==> config.mk <==
export PLATFORM = sky130hd
export DESIGN_NAME = adxl345_spi_responder
export DESIGN_NICKNAME = d
export VERILOG_FILES = /design/src/rtl/adxl345_pkg.sv /design/src/rtl/spi_pin_sync.sv /design/src/rtl/adxl345_spi_responder.sv
export SDC_FILE = /design/constraint.sdc
export NUM_CORES = 1
export LEC_CHECK = 0
export CORE_ASPECT_RATIO = 1.25
export CORE_MARGIN = 4
export CORE_UTILIZATION = 57
export CTS_CLUSTER_DIAMETER = 120
export DETAILED_ROUTE_END_ITERATION = 6
export PLACE_DENSITY_LB_ADDON = 0.12
export SYNTH_ARGS = -nofsm -noshare
export SYNTH_HDL_FRONTEND = slang
export SYNTH_SLANG_ARGS = --single-unit
==> constraint.sdc <==
create_clock -name i_clk -period 2.8 [get_ports i_clk]
set_input_delay 0.42 -clock i_clk [delete_from_list [all_inputs] [get_ports i_clk]]
set_output_delay 0.42 -clock i_clk [all_outputs]
set_load 0.02 [all_outputs]
==> src/rtl/adxl345_pkg.sv <==
`default_nettype none
// ============================================================================
//  Module   : adxl345_pkg
//  Purpose  : Shared definitions for the ADXL345 SPI responder: register
//             addresses, command-byte bit positions, FSM state type and
//             small address-classification helpers.
//  Revision : 1.0  initial release
// ============================================================================
package adxl345_pkg;

    localparam logic [5:0] c_addr_devid       = 6'h00;
    localparam logic [5:0] c_addr_power_ctl   = 6'h2D;
    localparam logic [5:0] c_addr_int_enable  = 6'h2E;
    localparam logic [5:0] c_addr_int_source  = 6'h30;
    localparam logic [5:0] c_addr_data_format = 6'h31;
    localparam logic [5:0] c_addr_datax0      = 6'h32;
    localparam logic [5:0] c_addr_datax1      = 6'h33;
    localparam logic [5:0] c_addr_datay0      = 6'h34;
    localparam logic [5:0] c_addr_datay1      = 6'h35;
    localparam logic [5:0] c_addr_dataz0      = 6'h36;
    localparam logic [5:0] c_addr_dataz1      = 6'h37;

    // Command byte layout: {R/nW, MB, addr[5:0]}
    localparam int unsigned c_bit_rnw = 7;
    localparam int unsigned c_bit_mb  = 6;

    typedef enum logic [2:0] {
        WAIT_CS = 3'd0,
        IDLE    = 3'd1,
        CMD     = 3'd2,
        WDATA   = 3'd3,
        RDATA   = 3'd4
    } spi_rsp_state_t;

    function automatic logic is_writable(input logic [5:0] a);
        return (a == c_addr_power_ctl) || (a == c_addr_int_enable) ||
               (a == c_addr_data_format);
    endfunction

    // Reads from these addresses consume the current sample (clear data_ready)
    function automatic logic is_data_addr(input logic [5:0] a);
        return (a >= c_addr_datax0) && (a <= c_addr_dataz1);
    endfunction

endpackage
`default_nettype wire

==> src/rtl/spi_pin_sync.sv <==
`default_nettype none
// ============================================================================
//  Module   : spi_pin_sync
//  Purpose  : Two-flop synchronizer for one asynchronous pin plus single-cycle
//             rise/fall pulses derived from the synchronized level.
//  Ports    : i_clk, i_rst (sync, active-high), i_pin (async input),
//             o_level (synchronized level), o_rise / o_fall (1-cycle pulses)
//  Revision : 1.0  initial release
// ============================================================================
module spi_pin_sync #(
    parameter logic RST_VAL = 1'b0   // level assumed for the pin while in reset
) (
    input  logic i_clk,
    input  logic i_rst,
    input  logic i_pin,
    output logic o_level,
    output logic o_rise,
    output logic o_fall
);

    logic r_meta;
    logic r_sync;
    logic r_prev;

    always_ff @(posedge i_clk) begin
        if (i_rst) begin
            r_meta <= RST_VAL;
            r_sync <= RST_VAL;
            r_prev <= RST_VAL;
        end else begin
            r_meta <= i_pin;
            r_sync <= r_meta;
            r_prev <= r_sync;
        end
    end

    assign o_level = r_sync;
    assign o_rise  = r_sync & ~r_prev;
    assign o_fall  = ~r_sync & r_prev;

endmodule
`default_nettype wire

==> src/rtl/adxl345_spi_responder.sv <==
`default_nettype none
// ============================================================================
//  Module   : adxl345_spi_responder
//  Purpose  : 3-wire SPI (mode 3) responder emulating the ADXL345 register
//             map. Pins are oversampled in the i_clk domain.
//  Ports    : i_clk/i_rst          system clock, sync active-high reset
//             i_sclk/i_cs_n/i_sdio SPI pins from the initiator
//             o_sdio/o_sdio_oe     SDIO drive value and tristate enable
//             o_int1               data-ready interrupt
//             i_x/y/z_data         axis samples, i_sample_valid pulse
//             o_wr_strobe/addr/data  report of each accepted write byte
//  Revision : 1.0  initial release
// ============================================================================
module adxl345_spi_responder
    import adxl345_pkg::*;
#(
    parameter int         DATA_W = 10,
    parameter logic [7:0] DEVID  = 8'hE5
) (
    input  logic              i_clk,
    input  logic              i_rst,
    input  logic              i_sclk,
    input  logic              i_cs_n,
    input  logic              i_sdio,
    output logic              o_sdio,
    output logic              o_sdio_oe,
    output logic              o_int1,
    input  logic [DATA_W-1:0] i_x_data,
    input  logic [DATA_W-1:0] i_y_data,
    input  logic [DATA_W-1:0] i_z_data,
    input  logic              i_sample_valid,
    output logic              o_wr_strobe,
    output logic [5:0]        o_wr_addr,
    output logic [7:0]        o_wr_data
);

    logic w_sclk_lvl, w_sclk_rise, w_sclk_fall;
    logic w_cs_lvl, w_cs_rise, w_unused_cs_fall;
    logic w_sdio, w_unused_sdio_rise, w_unused_sdio_fall;

    // cs_n resets to "asserted" so a transaction already in flight when reset
    // drops is not joined: the FSM waits until the real pin is seen high.
    spi_pin_sync #(.RST_VAL(1'b1)) u_sync_sclk (
        .i_clk(i_clk), .i_rst(i_rst), .i_pin(i_sclk),
        .o_level(w_sclk_lvl), .o_rise(w_sclk_rise), .o_fall(w_sclk_fall));
    spi_pin_sync #(.RST_VAL(1'b0)) u_sync_cs (
        .i_clk(i_clk), .i_rst(i_rst), .i_pin(i_cs_n),
        .o_level(w_cs_lvl), .o_rise(w_cs_rise), .o_fall(w_unused_cs_fall));
    spi_pin_sync #(.RST_VAL(1'b0)) u_sync_sdio (
        .i_clk(i_clk), .i_rst(i_rst), .i_pin(i_sdio),
        .o_level(w_sdio), .o_rise(w_unused_sdio_rise), .o_fall(w_unused_sdio_fall));

    spi_rsp_state_t r_state, w_state_nxt;

    logic [2:0]        r_bit_cnt;
    logic [6:0]        r_shift;
    logic              r_mb;
    logic [5:0]        r_addr;
    logic [7:0]        r_tx;
    logic              r_oe;
    logic              r_rd_data;
    logic [7:0]        r_power_ctl, r_int_enable, r_data_format;
    logic [DATA_W-1:0] r_x, r_y, r_z;
    logic [DATA_W-1:0] r_shd_x, r_shd_y, r_shd_z;
    logic              r_shd_pend;
    logic              r_data_ready;
    logic              w_copy;
    logic [7:0]        w_byte;
    logic [7:0]        w_rd_byte;
    logic [15:0]       w_x16, w_y16, w_z16;
    logic              w_unused_sclk_lvl;

    assign w_unused_sclk_lvl = w_sclk_lvl;
    assign w_byte  = {r_shift, w_sdio};
    // Shadow is only published while the bus is idle so a burst read never
    // mixes bytes of two samples.
    assign w_copy  = w_cs_lvl & r_shd_pend;
    assign w_x16   = {{(16-DATA_W){r_x[DATA_W-1]}}, r_x};
    assign w_y16   = {{(16-DATA_W){r_y[DATA_W-1]}}, r_y};
    assign w_z16   = {{(16-DATA_W){r_z[DATA_W-1]}}, r_z};
    // Enable drops in the very cycle the cs_n rise is detected.
    assign o_sdio_oe = r_oe & ~w_cs_rise;

    always_comb begin
        w_rd_byte = 8'h00;
        case (r_addr)
            c_addr_devid:       w_rd_byte = DEVID;
            c_addr_power_ctl:   w_rd_byte = r_power_ctl;
            c_addr_int_enable:  w_rd_byte = r_int_enable;
            c_addr_int_source:  w_rd_byte = {r_data_ready, 7'b0};
            c_addr_data_format: w_rd_byte = r_data_format;
            c_addr_datax0:      w_rd_byte = w_x16[7:0];
            c_addr_datax1:      w_rd_byte = w_x16[15:8];
            c_addr_datay0:      w_rd_byte = w_y16[7:0];
            c_addr_datay1:      w_rd_byte = w_y16[15:8];
            c_addr_dataz0:      w_rd_byte = w_z16[7:0];
            c_addr_dataz1:      w_rd_byte = w_z16[15:8];
            default:            w_rd_byte = 8'h00;
        endcase
    end

    always_comb begin
        w_state_nxt = r_state;
        case (r_state)
            WAIT_CS: if (w_cs_lvl)  w_state_nxt = IDLE;
            IDLE:    if (!w_cs_lvl) w_state_nxt = CMD;
            CMD:     if (w_sclk_rise && (r_bit_cnt == 3'd7))
                         w_state_nxt = w_byte[c_bit_rnw] ? RDATA : WDATA;
            default: w_state_nxt = r_state;
        endcase
        if (w_cs_rise) w_state_nxt = IDLE;
    end

    always_ff @(posedge i_clk) begin
        if (i_rst) r_state <= WAIT_CS;
        else       r_state <= w_state_nxt;
    end

    always_ff @(posedge i_clk) begin
        if (i_rst) begin
            r_bit_cnt     <= '0;
            r_shift       <= '0;
            r_mb          <= 1'b0;
            r_addr        <= '0;
            r_tx          <= '0;
            r_oe          <= 1'b0;
            r_rd_data     <= 1'b0;
            o_sdio        <= 1'b0;
            o_int1        <= 1'b0;
            o_wr_strobe   <= 1'b0;
            o_wr_addr     <= '0;
            o_wr_data     <= '0;
            r_power_ctl   <= '0;
            r_int_enable  <= '0;
            r_data_format <= '0;
            r_x           <= '0;
            r_y           <= '0;
            r_z           <= '0;
            r_shd_x       <= '0;
            r_shd_y       <= '0;
            r_shd_z       <= '0;
            r_shd_pend    <= 1'b0;
            r_data_ready  <= 1'b0;
        end else begin
            o_wr_strobe <= 1'b0;

            if (i_sample_valid) begin
                r_shd_x    <= i_x_data;
                r_shd_y    <= i_y_data;
                r_shd_z    <= i_z_data;
                r_shd_pend <= 1'b1;
            end else if (w_copy) begin
                r_shd_pend <= 1'b0;
            end
            if (w_copy) begin
                r_x <= r_shd_x;
                r_y <= r_shd_y;
                r_z <= r_shd_z;
            end

            // A fresh sample outranks the clear from a concluding data read.
            if (w_copy && r_power_ctl[3])     r_data_ready <= 1'b1;
            else if (w_cs_rise && r_rd_data)  r_data_ready <= 1'b0;
            o_int1 <= r_data_ready & r_int_enable[7];

            case (r_state)
                IDLE: r_bit_cnt <= '0;
                CMD: if (w_sclk_rise) begin
                    r_bit_cnt <= r_bit_cnt + 3'd1;
                    r_shift   <= w_byte[6:0];
                    if (r_bit_cnt == 3'd7) begin
                        r_mb   <= w_byte[c_bit_mb];
                        r_addr <= w_byte[5:0];
                    end
                end
                WDATA: if (w_sclk_rise) begin
                    r_bit_cnt <= r_bit_cnt + 3'd1;
                    r_shift   <= w_byte[6:0];
                    if (r_bit_cnt == 3'd7) begin
                        o_wr_strobe <= 1'b1;
                        o_wr_addr   <= r_addr;
                        o_wr_data   <= w_byte;
                        if (r_addr == c_addr_power_ctl)   r_power_ctl   <= w_byte;
                        if (r_addr == c_addr_int_enable)  r_int_enable  <= w_byte;
                        if (r_addr == c_addr_data_format) r_data_format <= w_byte;
                        if (r_mb) r_addr <= r_addr + 6'd1;
                    end
                end
                RDATA: if (w_sclk_fall) begin
                    r_oe      <= 1'b1;
                    r_bit_cnt <= r_bit_cnt + 3'd1;
                    if (r_bit_cnt == 3'd0) begin
                        // Byte boundary: fetch, then advance for the next byte.
                        o_sdio <= w_rd_byte[7];
                        r_tx   <= {w_rd_byte[6:0], 1'b0};
                        if (is_data_addr(r_addr)) r_rd_data <= 1'b1;
                        if (r_mb) r_addr <= r_addr + 6'd1;
                    end else begin
                        o_sdio <= r_tx[7];
                        r_tx   <= {r_tx[6:0], 1'b0};
                    end
                end
                default: ;
            endcase

            if (w_cs_rise) begin
                r_bit_cnt <= '0;
                r_oe      <= 1'b0;
                r_rd_data <= 1'b0;
                o_sdio    <= 1'b0;
            end
        end
    end

endmodule
`default_nettype wire
**Word-level counts from Yosys, hierarchy flattened**

Cells that the tools add are included.

- Add/sub/neg operators: 2
- $lt $le $gt $ge: 2
- Equality and inequality tests: 28
- Mux-type cells: 25
- Bitwise logic cells: 12
- Reductions and logical operators: 28

Operators by type and width:

| cell | number |
|---|---|
| $pmux 8 s11 | 1 |
| $eq 6x6->1 const B | 10 |
| $mux 6 | 7 |
| $reduce_and 4->1 | 6 |
| $mux 3 | 6 |
| $pmux 3 s3 | 2 |
| $pmux 6 s3 | 1 |
| $ne 2x2->1 const B | 7 |
| $reduce_and 3->1 | 3 |
| $reduce_bool 3->1 | 3 |
| $mux 8 | 1 |
| $mux 1 | 7 |
| $reduce_and 7->1 | 1 |
| $add 6x1->6 const B | 1 |
| $and 1x1->1 | 6 |
| $eq 3x2->1 const B | 2 |
| $eq 3x3->1 const B | 2 |
| $ge 6x6->1 const B | 1 |
| $le 6x6->1 const B | 1 |
| $logic_not 3->1 | 2 |
| $logic_not 6->1 | 1 |
| $ne 2x1->1 const B | 3 |
| $ne 3x3->1 const B | 2 |
| $not 1->1 | 6 |
| other kinds (9) | 15 |

- Register bits: 141
- Input bits: 36
- Output and inout port bits: 18
- Logic and storage cells: 130

**Depth between registers and ports, before layout**

Gate-level depths: netlist of the first run.

- Depth after elaboration: 6
- Gate-level depth with buffers: 9

**Hierarchy**

Synthesis of the first run repeated with hierarchy kept, for this count alone.

- Cell total of the unflattened synthesis: 683
- Area total of the unflattened synthesis: 5846.9 um^2

Modules (own cells, without submodules):

| module | instances | cells each | area each (um^2) | seq. area each (um^2) |
|---|---|---|---|---|
| adxl345_spi_responder | 1 | 659 | 5571.6 | 2642.5 |
| spi_pin_sync at u_sync_cs ... | 2 | 8 | 91.3 | 60.1 |
| spi_pin_sync at u_sync_sclk | 1 | 8 | 92.6 | 60.1 |

**Least setup slack after synthesis of the first run**

OpenSTA, ideal clock, no wires.

- Kind: reg-to-reg
- From: reg r_addr[0]
- To: reg o_sdio
- Library setup time: 0.137 ns
- Arrival time: 1.784 ns
- Required time: 2.663 ns
- Setup slack: 0.879 ns
- Cell stages (with the launch flop): 9
- Buffers on the path: 1
- Period minus slack after synthesis: 1.921 ns
- Cell sequence: dfxtp_1 -> inv_1 -> ha_1 -> clkbuf_1 -> o21ai_0 -> o22ai_1 -> a311o_1 -> a21boi_2 -> a221oi_1

- Word-level cells in the longest chain between the ends: 3

Ends and longest elaborated chain:

| element | line | RTL |
|---|---|---|
| from (decl) | adxl345_spi_responder.sv:58 | `logic [5:0] r_addr;` |
| from (signal assigned) | adxl345_spi_responder.sv:173 | `r_addr <= w_byte[5:0];` |
| from (signal assigned) | adxl345_spi_responder.sv:186 | `if (r_mb) r_addr <= r_addr + 6'd1;` |
| from (signal assigned) | adxl345_spi_responder.sv:197 | `if (r_mb) r_addr <= r_addr + 6'd1;` |
| $eq 6x6->1 or $logic_not 6->1 (tied branches) | adxl345_spi_responder.sv:86 | `case (r_addr)` |
| $pmux 8 s11 (*) | adxl345_spi_responder.sv:86 |  |
| $mux 1 (*) | adxl345_spi_responder.sv:192 | `if (r_bit_cnt == 3'd0) begin` |
| to (signal assigned) | adxl345_spi_responder.sv:194 | `o_sdio <= w_rd_byte[7];` |
| to (signal assigned) | adxl345_spi_responder.sv:199 | `o_sdio <= r_tx[7];` |
| to (decl) | adxl345_spi_responder.sv:25 | `output logic o_sdio,` |

Every way passes the cells marked *; elsewhere a longest branch is shown, timed or not.
A chain may end at the register's enable or synchronous reset.

**Worst setup path in the final report of the first run**

- From: reg r_state[1]
- To: reg r_addr[0]

- Word-level cells in the longest chain between the ends: 3

Ends and longest elaborated chain:

| element | line | RTL |
|---|---|---|
| from (decl) | adxl345_spi_responder.sv:53 | `spi_rsp_state_t r_state, w_state_nxt;` |
| from (signal assigned) | adxl345_spi_responder.sv:116 | `else r_state <= w_state_nxt;` |
| $eq 3x3->1 or $eq 3x2->1 (tied branches) | adxl345_spi_responder.sv:166 | `case (r_state)` |
| $ne 2x2->1 (no source line), or another cell as far along | -- |  |
| $reduce_and 7->1 (no source line) | -- |  |

Parallel ways exist; a longest one is shown, timed or not.

==> out/qor.yml, run 1 <==
critical_path:
  critical_path_class: "reg2reg"
  r2r-end: "r_addr[0]$_SDFFE_PP0P_"
  crit_buf_inv: 0
  end_kind: "flop"
  critPathSlowestCell: "a21oi_1"
  r2r-start: "r_state[1]$_SDFFE_PP0P_"
  worstPathArrival_ns: 2.79
  cp_cell_sequence: "nor3b_2, a21oi_1, o22ai_1, or3_1, a31oi_1"
  ff2ff_setup_slack_ns: 0.34
  reg2reg_depth: 5
  cp_top_family: "compound AO/OA/AOI/OAI gates"
  crit_required_ns: 3.13
  path_max_fanout: 13
  worstSetupStartpointType: "flop"
  critPathMaxStageDelay_ns: 0.64
synth:
  synth_cell_type_count: 59
  synth_top_area_share_pct: 48.0
  synth_ff_type: "dfxtp_1"
  synth_edf_count: 0
  syn_area_per_cell_sq_um: 8.67
  synth_seq_cells: 140
  ys_warn_count: 0
  yosys.area.top_type: "dfxtp_1"
  async_flop_share_pct: 0
  synth_area_leaders: "dfxtp_1 48%, mux2i_1 9.1%, nand2_1 8.5%, a21oi_1 6.3%, nor2_1 5.0%"
  synth_most_common_cell: "dfxtp_1"
  yosysSeqAreaShare_pct: 48.0
  ys_top_cells_by_count: "140 x dfxtp_1, 132 x nand2_1, 77 x nor2_1, 74 x a21oi_1, 53 x mux2i_1"
  synth_area_sq_mm: 0.00584
  syn_nets: 716
  syn_inst: 673
sta:
  timing.final.ws_setup_ns: 0.336
  finalSetupViolCount: 0
  finalCritPeriodShare_pct: 88.0
  hold_viol: 0
  fmax_ghz: 0.406
  relSlewSlack_pct: 38.1
  holdWs_ns: 0.414
  fin_crit_ns: 2.46
  finalClockSkew_ns: 0.0124
  rsz0062_at_grt: "false"
  report.final.slew_viol_count: 0
  fin_setup_tns_ns: 0
  worst_pin_slew_ns: 0.926
floorplanning:
  dieWidth_um: 98.5
  die_h_um: 121
  io_pins: 54
  core_area_sq_mm: 0.0101
  start_util_pct: 58.0
  die_area_sq_mm: 0.0119
  rows: 41
finish:
  final_util_pct: 69.8
  drive_gt1_share_pct: 7.38
  nNetsFinal: 748
  multi_input_area_sq_mm: 0.00280
  regArea_sq_mm: 0.00280
  fill_cells: 804
  syn2layout_area_growth_pct: 20.3
  num_antenna_cells: 0
power:
  clockPowerShare_pct: 52.3
  combPwrFrac_pct: 3.5
  switching_power_mw: 0.938
  ir_drop_mv: 0.433
  power_frac_seq_pct: 44.2
  powerDensity_mw_per_mm2: 663
  swShare_pct: 20.1
  p_int_mw: 3.72
  p_leak_nw: 2.47
detailed_routing:
  routed_wl_um: 15100
  drt-vias-per-instance: 5.83
  route.vias.total: 4936
  final_antenna_net_count: 0
  drc: 0
  wl_per_cell_um: 17.8
  initialDrtViolationCount: 328
  dr.pass1.iters: 7
global_route:
  grt_max_degree: 87
  grt_overflow: 0
  grt_pass1_vias: 4756
  antenna_found_initial: 0
  grtUsageTotal_pct: 25.6
  grt_pass1_wl_um: 24000
clock_network:
  cts_tree: "built"
  cts_resized: 0
  htree_levels: 4
  insertion_delay_ns: 0.42
  cts_hold_buf: 0
  cts-root-buf: "clkbuf_16"
  clkTransAtPathRegs_ns: 0.06
  numCtsBuffers: 17
  clock_path_buffers: 2
  post_cts_buffers: 0
  cts.sinks: 140
flow_run:
  max_cap_violations: 0
placed_design:
  dpl.hpwl_um: 10400
  io_buffers: 53
  post-place-ws_ns: 0.401
  gp_routability_congestion: 0.899
worst_hold_path:
  min_to: "u_sync_sclk.o_level$_SDFF_PP1_"
  worstHoldPathType: "reg2reg"
  hold_path.startpoint: "u_sync_sclk.r_meta$_SDFF_PP1_"
  hold_path_depth: 1
status:
  outcome: "completed"
[area by class of cell]
type | count | area share, %
Multi-Input combinational cell | 478 | 39.9
Sequential cell | 140 | 39.9
Timing Repair Buffer | 62 | 8.41
Clock buffer | 21 | 6.41
Clock inverter | 11 | 2.73
Tap cell | 129 | 2.30
Inverter | 6 | 0.321
[worst reg2reg max path, delay by kind of cell, from the launching register on]
family          cells  cell delay (ns)
flops               1             0.55
compound gates      3             1.25
simple gates        2             0.57
[through the flow]
step / area, sq um / total power [mW] / instances
after detailed placement: 6380 / 2.26 / 815
after CTS: 7020 / 4.69 / 847
after floorplan: 5840 / 2.19 / 673
after global routing: 7020 / 4.79 / 847
final: 7020 / 4.65 / 847
after global placement: 6380 / 2.26 / 815
[how the worst max path moves through the flow]
| stage | start | end | slack (ns) | depth (start not counted) |
|---|---|---|---|---|
| detailed placement | r_state[1]$_SDFFE_PP0P_ | r_addr[0]$_SDFFE_PP0P_ | 0.40 | 5 |
| finish | r_state[1]$_SDFFE_PP0P_ | r_addr[0]$_SDFFE_PP0P_ | 0.34 | 5 |
| CTS | r_state[1]$_SDFFE_PP0P_ | r_addr[0]$_SDFFE_PP0P_ | 0.37 | 5 |
| global placement | r_state[1]$_SDFFE_PP0P_ | r_addr[0]$_SDFFE_PP0P_ | 0.51 | 5 |
| global route | r_state[1]$_SDFFE_PP0P_ | r_addr[0]$_SDFFE_PP0P_ | 0.13 | 5 |
| floorplan | r_addr[0]$_SDFFE_PP0P_ | o_sdio$_SDFFE_PP0P_ | 0.88 | 8 |
[kinds of logic (layout without fill, tap and decap cells)]
logic type | Yosys count | count (layout) | synth area share, %
muxes | 54 | 54 | 9.28
and+or+nand+nor | 273 | 273 | 21.3
DFF | 140 | 140 | 48.0
AOI/OAI and AO/OA | 144 | 144 | 15.9
adders and majority gates | 7 | 7 | 1.50
buffers and inverters | 55 | 100 | 3.92
[layout by cell type (no fill, tap or decap), types with 3 or more instances in the layout]
| master | n |
|---|---|
| dfxtp_1 | 140 |
| nand2_1 | 132 |
| nor2_1 | 77 |
| a21oi_1 | 74 |
| mux2i_1 | 53 |
| clkdlybuf4s50_1 | 51 |
| clkbuf_16 | 17 |
| nor2b_1 | 13 |
| nand2b_1 | 10 |
| a22oi_1 | 10 |
| buf_4 | 10 |
| a221oi_1 | 8 |
| nand3_1 | 7 |
| ha_1 | 7 |
| inv_1 | 6 |
| a22o_1 | 6 |
| o21ai_0 | 5 |
| o21bai_1 | 5 |
| bufinv_16 | 5 |
| nor3_1 | 4 |
| o211ai_1 | 4 |
| and3_1 | 4 |
| or2_2 | 4 |
| o32ai_1 | 4 |
| and2_1 | 3 |
| nand3b_1 | 3 |
| o22ai_1 | 3 |
| a32oi_1 | 3 |
| clkbuf_1 | 3 |
| clkinvlp_4 | 3 |
[routing by layer]
layer  vias up  share of wire (%)  global-route usage (%)
met4         0                3.5                    12.1
met5         -                  0                       0
li1       2395                  -                       -
met2       163                 50                    43.9
met3        36                4.4                    5.23
met1      2342                 42                    30.4
[sequential cells by signal, summed over array words and instances, names as in the netlist, 3 cells and up]
signal and cells:
o_wr_addr 6, o_wr_data 8, r_addr 6, r_bit_cnt 3, r_data_format 8, r_int_enable 8
r_power_ctl 8, r_shd_x 10, r_shd_y 10, r_shd_z 10, r_shift 7, r_state 3
r_tx 7, r_x 10, r_y 10, r_z 10
[power groups by stage]
| stage | Clock [mW] | Combinational, mW | Sequential [mW] |
|---|---|---|---|
| final | 2.43 | 0.165 | 2.06 |
| after global placement | 0 | 0.161 | 2.10 |
| after floorplan | 0 | 0.104 | 2.09 |
| after global routing | 2.55 | 0.183 | 2.06 |
| after detailed placement | 0 | 0.165 | 2.10 |
| after CTS | 2.47 | 0.166 | 2.06 |
No activity file was read; power rests on OpenSTA's default activity.
==> run 2, diff against run 1 <==
--- a/config.mk
+++ b/config.mk
@@ -8,7 +8,7 @@
 export CORE_ASPECT_RATIO = 1.25
 export CORE_MARGIN = 4
 export CORE_UTILIZATION = 57
-export CTS_CLUSTER_DIAMETER = 120
+export CTS_CLUSTER_DIAMETER = 80
 export DETAILED_ROUTE_END_ITERATION = 6
 export PLACE_DENSITY_LB_ADDON = 0.12
 export SYNTH_ARGS = -nofsm -noshare
==> results of run 2 <==
Final layout, timing and power as in run 1 (identical DEF).
==> run 3, diff against run 2 <==
--- a/config.mk
+++ b/config.mk
@@ -5,9 +5,11 @@
 export SDC_FILE = /design/constraint.sdc
 export NUM_CORES = 1
 export LEC_CHECK = 0
+export CELL_PAD_IN_SITES_DETAIL_PLACEMENT = 0
+export CELL_PAD_IN_SITES_GLOBAL_PLACEMENT = 1
 export CORE_ASPECT_RATIO = 1.25
 export CORE_MARGIN = 4
-export CORE_UTILIZATION = 57
+export CORE_UTILIZATION = 43
 export CTS_CLUSTER_DIAMETER = 80
 export DETAILED_ROUTE_END_ITERATION = 6
 export PLACE_DENSITY_LB_ADDON = 0.12
==> run 3 against run 2 <==
Non-clock buffer count grew 2. Via count down 2.2%. Largest cell class unchanged. Register-to-register slack better by 0.04 ns. Critical path type unchanged. Total power is 4.5% lower. Worst setup slack better by 0.040 ns. Clock power is 8.6% lower. Clock skew is 0.0051 ns lower. Critical endpoint is now r_tx[6]$_SDFFE_PP0P_. Worst hold slack gained 0.012 ns.
==> out/qor.yml, run 3 (same netlist as run 1, synthesis figures left out) <==
clock_network:
  insertion_delay_ns: 0.42
  cts_resized: 0
  post_cts_buffers: 0
  cts.sinks: 140
  cts_tree: "built"
  cts-root-buf: "clkbuf_16"
  numCtsBuffers: 17
  clock_path_buffers: 2
  cts_hold_buf: 0
  htree_levels: 4
  clkTransAtPathRegs_ns: 0.06
finish:
  fill_cells: 1291
  final_common_cell: "dfxtp_1"
  design_area_sq_mm: 0.00703
  num_antenna_cells: 0
  regArea_sq_mm: 0.00280
  syn2layout_area_growth_pct: 20.4
  drive_gt1_share_pct: 7.52
  nNetsFinal: 750
  final_util_pct: 52.9
  multi_input_area_sq_mm: 0.00280
  layout_common_cells: "140 x dfxtp_1, 132 x nand2_1, 77 x nor2_1"
critical_path:
  cpMostUsedCell: "a221oi_1"
  end_kind: "flop"
  worstSetupStartpointType: "flop"
  cp_top_family: "simple AND/OR/NAND/NOR gates"
  critical_path_class: "reg2reg"
  cp_cell_sequence: "inv_1, ha_1, nand3_1, nor2_1, a221oi_1, a221oi_1"
  worstPathArrival_ns: 2.74
  crit_buf_inv: 1
  critPathMaxStageDelay_ns: 0.55
  critPathSlowestCell: "nor2_1"
  crit_required_ns: 3.11
  path_max_fanout: 9
sta:
  finalClockSkew_ns: 0.00725
  fmax_ghz: 0.413
  finalCritPeriodShare_pct: 86.6
  rsz0062_at_grt: "false"
  fin_crit_ns: 2.42
  finalSetupViolCount: 0
  hold_viol: 0
  worst_pin_slew_ns: 0.993
  fin_setup_tns_ns: 0
  report.final.slew_viol_count: 0
  relSlewSlack_pct: 33.7
detailed_routing:
  routed_wl_um: 15800
  drc: 0
  route.vias.total: 4825
  drt-vias-per-instance: 5.43
  final_antenna_net_count: 0
  wl_per_cell_um: 17.8
  dr.pass1.iters: 5
  initialDrtViolationCount: 335
floorplanning:
  core_area_sq_mm: 0.0133
  dieWidth_um: 112
  io_pins: 54
  start_util_pct: 43.9
  die_area_sq_mm: 0.0155
  die_h_um: 138
  rows: 47
status:
  outcome: "completed"
global_route:
  grt_overflow: 0
  grt_pass1_vias: 4714
  grt_pass1_wl_um: 25500
  grt_max_degree: 83
  antenna_found_initial: 0
  grtUsageTotal_pct: 20.8
placed_design:
  io_buffers: 53
  gp_routability_congestion: 0.931
  place_area_sq_mm: 0.00645
  dpl.hpwl_um: 11300
flow_run:
  max_cap_violations: 0
worst_hold_path:
  worstHoldPathType: "reg2reg"
power:
  powerDensity_mw_per_mm2: 633
  ir_drop_mv: 0.362
  p_leak_nw: 2.46
[run 3: cell types whose count changed in the layout (fill, tap and decap cells not counted), sizes merged]
cell	previous run	this run
buf	11	13
bufinv	5	3
clkbuf	21	19
clkinv	3	5
clkinvlp	3	2
inv	6	7
[run 3: worst reg2reg max path, delay by kind of cell (launching register included)]
family                     cells  cell delay (ns)
adders and majority gates      1             0.39
and+or+nand+nor                2             0.86
DFF                            1             0.36
AOI/OAI and AO/OA              2             0.61
buffers and inverters          1             0.10
[run 3: routing by layer]
layer / track usage (%) / vias up / wire (um)
met1: 25.1 / 2281 / 6570
met2: 36.2 / 123 / 8150
met5: 0 / - / 0
li1: - / 2396 / -
met3: 4.33 / 25 / 667
met4: 7.72 / 0 / 435
[run 3: power by group]
group,internal (mW),switching [mW],total (mW)
logic,0.0848,0.0815,0.166
registers,2.03,0.0272,2.06
clock network,1.39,0.833,2.22
total,3.50,0.942,4.45
[run 3: stage by stage]
stage | instances | hold slack (ns) | setup slack, ns | total power [mW]
final | 889 | 0.425 | 0.376 | 4.45
after detailed placement | 859 | 0.407 | 0.415 | 2.27
after global routing | 889 | 0.438 | 0.259 | 4.60
after global placement | 859 | 0.413 | 0.447 | 2.26
after floorplan | 673 | 0.389 | 0.879 | 2.19
after CTS | 889 | 0.429 | 0.393 | 4.50
[run 3: final cells by class]
type | instances | share of cell area [%]
Sequential cell | 140 | 39.9
Clock inverter | 11 | 2.08
Multi-Input combinational cell | 478 | 39.9
Clock buffer | 19 | 6.16
Tap cell | 171 | 3.04
Inverter | 6 | 0.320
Timing Repair Buffer | 64 | 8.62
[run 3: final timing paths]
kind	startpoint	end	slack [ns]	cells after the start
setup reg to reg	r_addr[0]$_SDFFE_PP0P_	r_tx[6]$_SDFFE_PP0P_	0.38	6
hold reg to reg	u_sync_sclk.r_meta$_SDFF_PP1_	u_sync_sclk.o_level$_SDFF_PP1_	0.43	1
setup / recovery	r_addr[0]$_SDFFE_PP0P_	r_tx[6]$_SDFFE_PP0P_	0.38	6
hold / removal	u_sync_sclk.r_meta$_SDFF_PP1_	u_sync_sclk.o_level$_SDFF_PP1_	0.43	1
